$ cat src/rtl/i2c_master_arbiter.sv
// Round-robin arbiter sharing one I2C master among NREQ requesters; grant/m_* one cycle after request, done one cycle after m_done.
// Optional WAIT watchdog enabled by defining I2C_ARB_TIMEOUT_EN (times out after TIMEOUT_CYCLES wait cycles).
module i2c_master_arbiter #(
  parameter int NREQ           = 4,
  parameter int DATAWIDTH      = 8,
  parameter int ADDRWIDTH      = 7,
  parameter int TIMEOUT_CYCLES = 1024
) (
  input  logic                      clk_i,
  input  logic                      rst_ni,
  input  logic [NREQ-1:0]           req_i,
  input  logic [NREQ-1:0]           req_write_i,
  input  logic [NREQ-1:0]           req_read_i,
  input  logic [NREQ*ADDRWIDTH-1:0] req_addr_i,
  input  logic [NREQ*DATAWIDTH-1:0] req_data_i,
  output logic [NREQ-1:0]           gnt_o,
  output logic [NREQ-1:0]           done_o,
  output logic [NREQ-1:0]           nack_o,
  output logic                      m_enable_o,
  output logic                      m_write_o,
  output logic                      m_read_o,
  output logic [ADDRWIDTH-1:0]      m_addr_o,
  output logic [DATAWIDTH-1:0]      m_data_in_o,
  input  logic                      m_ack_i,
  input  logic                      m_done_i
);

  localparam int PW = (NREQ > 1) ? $clog2(NREQ) : 1;

  typedef enum logic [1:0] {S_IDLE, S_ISSUE, S_WAIT, S_RESP} state_e;

  state_e               state_q;
  logic [PW-1:0]        ptr_q;
  logic [NREQ-1:0]      gnt_q, done_q, nack_q;
  logic                 m_enable_q, m_write_q, m_read_q;
  logic [ADDRWIDTH-1:0] m_addr_q;
  logic [DATAWIDTH-1:0] m_data_q;

  logic                 win_vld_d;
  logic [PW-1:0]        win_d, idx_d;
  logic [NREQ-1:0]      gnt_d;
  logic                 wr_d, rd_d;
  logic [ADDRWIDTH-1:0] addr_d;
  logic [DATAWIDTH-1:0] data_d;

`ifdef I2C_ARB_TIMEOUT_EN
  localparam int CW = $clog2(TIMEOUT_CYCLES + 1);
  logic [CW-1:0] cnt_q;
`endif

  // Scan from farthest to nearest offset so the requester just after ptr_q wins.
  always_comb begin
    win_vld_d = 1'b0;
    win_d     = '0;
    idx_d     = '0;
    for (int i = NREQ; i >= 1; i--) begin
      idx_d = PW'((int'(ptr_q) + i) % NREQ);
      if (req_i[idx_d]) begin
        win_vld_d = 1'b1;
        win_d     = idx_d;
      end
    end
    gnt_d        = '0;
    gnt_d[win_d] = 1'b1;
    wr_d   = req_write_i[win_d];
    rd_d   = req_read_i[win_d] & ~req_write_i[win_d];
    addr_d = req_addr_i[int'(win_d)*ADDRWIDTH +: ADDRWIDTH];
    data_d = req_data_i[int'(win_d)*DATAWIDTH +: DATAWIDTH];
  end

  always_ff @(posedge clk_i or negedge rst_ni) begin
    if (!rst_ni) begin
      state_q    <= S_IDLE;
      ptr_q      <= PW'(NREQ - 1);
      gnt_q      <= '0;
      done_q     <= '0;
      nack_q     <= '0;
      m_enable_q <= 1'b0;
      m_write_q  <= 1'b0;
      m_read_q   <= 1'b0;
      m_addr_q   <= '0;
      m_data_q   <= '0;
`ifdef I2C_ARB_TIMEOUT_EN
      cnt_q      <= '0;
`endif
    end else begin
      case (state_q)
        S_IDLE: begin
          if (win_vld_d) begin
            gnt_q     <= gnt_d;
            ptr_q     <= win_d;
            m_write_q <= wr_d;
            m_read_q  <= rd_d;
            m_addr_q  <= addr_d;
            m_data_q  <= data_d;
            if (wr_d | rd_d) begin
              m_enable_q <= 1'b1;
              state_q    <= S_ISSUE;
            end else begin
              state_q <= S_RESP;
            end
          end
        end
        S_ISSUE: begin
          m_enable_q <= 1'b0;
          state_q    <= S_WAIT;
`ifdef I2C_ARB_TIMEOUT_EN
          cnt_q      <= '0;
`endif
        end
        S_WAIT: begin
          if (m_done_i) begin
            done_q  <= gnt_q;
            nack_q  <= m_ack_i ? '0 : gnt_q;
            state_q <= S_RESP;
          end
`ifdef I2C_ARB_TIMEOUT_EN
          else if (cnt_q == CW'(TIMEOUT_CYCLES - 1)) begin
            done_q  <= gnt_q;
            nack_q  <= gnt_q;
            state_q <= S_RESP;
          end else begin
            cnt_q <= cnt_q + 1'b1;
          end
`endif
        end
        S_RESP: begin
          // An invalid command arrives here with done still clear: spend one cycle, then pulse.
          if (done_q == '0) begin
            done_q <= gnt_q;
            nack_q <= gnt_q;
          end else begin
            done_q  <= '0;
            nack_q  <= '0;
            gnt_q   <= '0;
            state_q <= S_IDLE;
          end
        end
        default: state_q <= S_IDLE;
      endcase
    end
  end

  assign gnt_o       = gnt_q;
  assign done_o      = done_q;
  assign nack_o      = nack_q;
  assign m_enable_o  = m_enable_q;
  assign m_write_o   = m_write_q;
  assign m_read_o    = m_read_q;
  assign m_addr_o    = m_addr_q;
  assign m_data_in_o = m_data_q;

endmodule
$ cat config.mk
export PLATFORM = sky130hd
export DESIGN_NAME = i2c_master_arbiter
export DESIGN_NICKNAME = d
export VERILOG_FILES = /design/src/rtl/i2c_master_arbiter.sv
export SDC_FILE = /design/constraint.sdc
export NUM_CORES = 1
export LEC_CHECK = 0
export ABC_AREA = 1
export CORE_MARGIN = 5
export CORE_UTILIZATION = 42
export CTS_CLUSTER_DIAMETER = 40
export DETAILED_ROUTE_END_ITERATION = 10
export GPL_TIMING_DRIVEN = 1
export PLACE_DENSITY = 0.91
export SETUP_SLACK_MARGIN = 0.05
export SYNTH_ARGS = -nofsm -noshare
export SYNTH_HDL_FRONTEND = slang
export SYNTH_SLANG_ARGS = --single-unit
export TNS_END_PERCENT = 1
$ cat constraint.sdc
create_clock -name clk_i -period 2.6 [get_ports clk_i]
set_clock_uncertainty 0.05 [all_clocks]
set_input_delay 0.52 -clock clk_i [delete_from_list [all_inputs] [get_ports clk_i]]
set_output_delay 0.52 -clock clk_i [all_outputs]
set_load 0.05 [all_outputs]
==> impl_metrics.toml <==
[critical_path]
critical_path_class = "in -> reg"
endpoint = "m_data_in_o[5]"
r2r-end = "m_data_in_o[5]"
end_kind = "flop"
setup.worst_path.start = "req_i[3]"
reg2reg_from = "ptr_q[0]"
arrival_ns = 2.44
reg2reg_depth = 15
cp_data_required_time_ns = 2.78
critPathLaunchType = "input port"
critPathMaxFanout = 15
reg2reg_slack_ns = 0.38

[power_and_ir_drop]
swShare_pct = 55.0
peakVddDrop_mv = 0.902
seq_power_share_pct = 18.0
pwr-share-clk_pct = 6.8
combPwrFrac_pct = 75.2
power.density_mw_per_mm2 = 1580
netSwitchingPower_uw = 3060
internal_power_uw = 2500
p_leak_uw = 0.00157
power_uw = 5550

[clock_network]
cts_max_path_buffers = 2
postCtsSetupRepairBufs = 0
clock_latency_ns = 0.28
cts_resized = 0
cts_tree = "yes"
cts-htree-levels = 2
clk_pin_slew_ns = 0.07
numCtsBuffers = 5
hold_buffers = 0
cts.sinks = 34
cts_root_buf = "clkbuf_8"

[floorplan]
die_h_um = 84.3
row_count = 27
die_area_mm2 = 0.00710
core-area_mm2 = 0.00544
ios = 106
initial_core_util_pct = 42.6
die_w_um = 84.3

[sta]
rsz0062_at_grt = "false"
post-route-min-period_ns = 2.26
setup_viol = 0
drv_slew = 0
final.period_utilization_pct = 87.0
finalSetupTns_ns = 0
fmax_mhz = 442
slew_headroom_pct = 64.7
fin_ws_ns = 0.339
finalHoldViolations = 0
tightest_slew_ns = 0.528

[yosys]
synth.ff_latch_count = 34
synth_area_mm2 = 0.00232
synth_cell_types = 35
synthCells = 305
synth.area.top_cells = "dfrtp_1 (35%), nand2_1 (20%), a41oi_2 (4.2%)"
syn_nets = 386
synth_top_area_share_pct = 34.6
yosysWarningCount = 0
avgSynthCellArea_um2 = 7.60
ys_seq_area_share_pct = 36.8
yosysTopAreaCell = "dfrtp_1"

[cells_and_area]
mostFrequentLayoutCell = "nand2_1"
n_antenna_cell = 0
most-common-layout-cells = "nand2_1 (124), clkdlybuf4s50_1 (105), dfrtp_1 (32)"
syn_to_final_growth_pct = 52.0
multiInputGateArea_mm2 = 0.00127
ff_latch_area_um2 = 853
nets = 494
drive_gt1_share_pct = 13.5
fill_cells = 462

[global_route]
grt_start_max_net_pins = 35
grt_pass1_wl_mm = 11.7
antenna_found_initial = 0
globalRoute.totalOverflow = 0
grt_pass1_vias = 2511
grt_usage_pct = 20.2

[placement]
pre_cts_slack_ns = 0.0553
portBuffers = 105
hpwl_mm = 5.33
place_congestion = 0.927

[run_status]
outcome = "completed"

[flow_run]
maxCapViolCount = 0

[drt]
drcViolationCount = 0
drt_wl_total_mm = 6.89
viasPerCell = 5.03
dr.pass1.iters = 4
drt_iter0_drc = 103
dr_total_vias = 2446
post_drt_wl_per_cell_um = 14.2
ant_nets = 0

[worst_hold_path]
min_path_type = "reg -> reg"
through the flow:
stage	std cells	area, um^2	util, %	hold slack (ns)
5_1_grt	486	3520	64.8	0.470
6_report	486	3520	64.8	0.429
2_1_floorplan	305	2320	-	0.174
3_5_place_dp	478	3440	63.3	0.419
3_3_place_gp	478	3440	63.3	0.411
4_1_cts	486	3520	64.8	0.437
sequential cells by signal, summed over array words and instances, names as in the netlist:
name         cells
done_o           4
gnt_o            4
m_addr_o         7
state_q          2
m_data_in_o      8
m_enable_o       1
m_read_o         1
nack_o           4
m_write_o        1
ptr_q            2
critical path: stages:
cell	delay [ns]
clkdlybuf4s50_1	0.48
inv_1	0.06
nand2_1	0.08
nand3_1	0.10
nand2_1	0.09
inv_2	0.04
nand2_4	0.06
nand2_2	0.06
nand2_4	0.08
nand2_4	0.10
buf_12	0.16
nor2_8	0.25
a22oi_1	0.14
nand3_1	0.08
nand2_1	0.06
nand2_1	0.06
power groups by stage:
stage          clock, uW  combinational (uW)  sequential (uW)
4_1_cts              386                4210             1000
3_5_place_dp           0                4200             1010
6_report             375                4180             1000
2_1_floorplan          0                2480             1680
3_3_place_gp           0                4100              998
5_1_grt              414                4590             1040
cells in the mapped netlist, drive strengths merged:
cell type,n
a31oi,8
nor3,1
clkbuf,2
o22ai,1
a21oi,11
dfstp,2
nand2,144
nor2,23
o32ai,3
a41oi,6
ha,5
dfrtp,32
o21ai,5
nand4,6
inv,24
or2,1
buf,9
nand3,17
nor4,1
a22oi,3
and3,1
layer usage:
layer / GRT usage [%] / routed length (um)
met2: 34.4 / 3320
met4: 5.99 / 112
met5: 0 / 0
met3: 5.10 / 488
met1: 25.0 / 2970
worst min-delay path by stage:
stage / startpoint / to / slack (ns) / cells past startpoint
2_1_floorplan: rst_ni / done_o[0] / 0.17 / 0
3_3_place_gp: m_data_in_o[4] / m_data_in_o[4] / 0.41 / 2
3_5_place_dp: m_addr_o[3] / m_addr_o[3] / 0.42 / 2
4_1_cts: m_addr_o[3] / m_addr_o[3] / 0.44 / 2
5_1_grt: m_addr_o[4] / m_addr_o[4] / 0.47 / 2
6_report: m_data_in_o[6] / m_data_in_o[6] / 0.43 / 2
logic make-up (layout without fill, tap and decap cells):
family	Yosys count	count (layout)	share of synthesized area [%]
AOI/OAI and AO/OA	37	37	12.5
DFF	34	34	36.8
adders and majority gates	5	5	2.70
buffers and inverters	35	144	8.15
and+or+nand+nor	194	194	39.8
layout make-up:
cell class	instances	area share (%)
clock buffers	8	2.27
inverters	24	2.70
multi-input cells	236	36.2
flip-flops and latches	34	24.2
well taps	72	2.56
repair buffers	112	32.0
No activity file was read; power rests on OpenSTA's default activity.
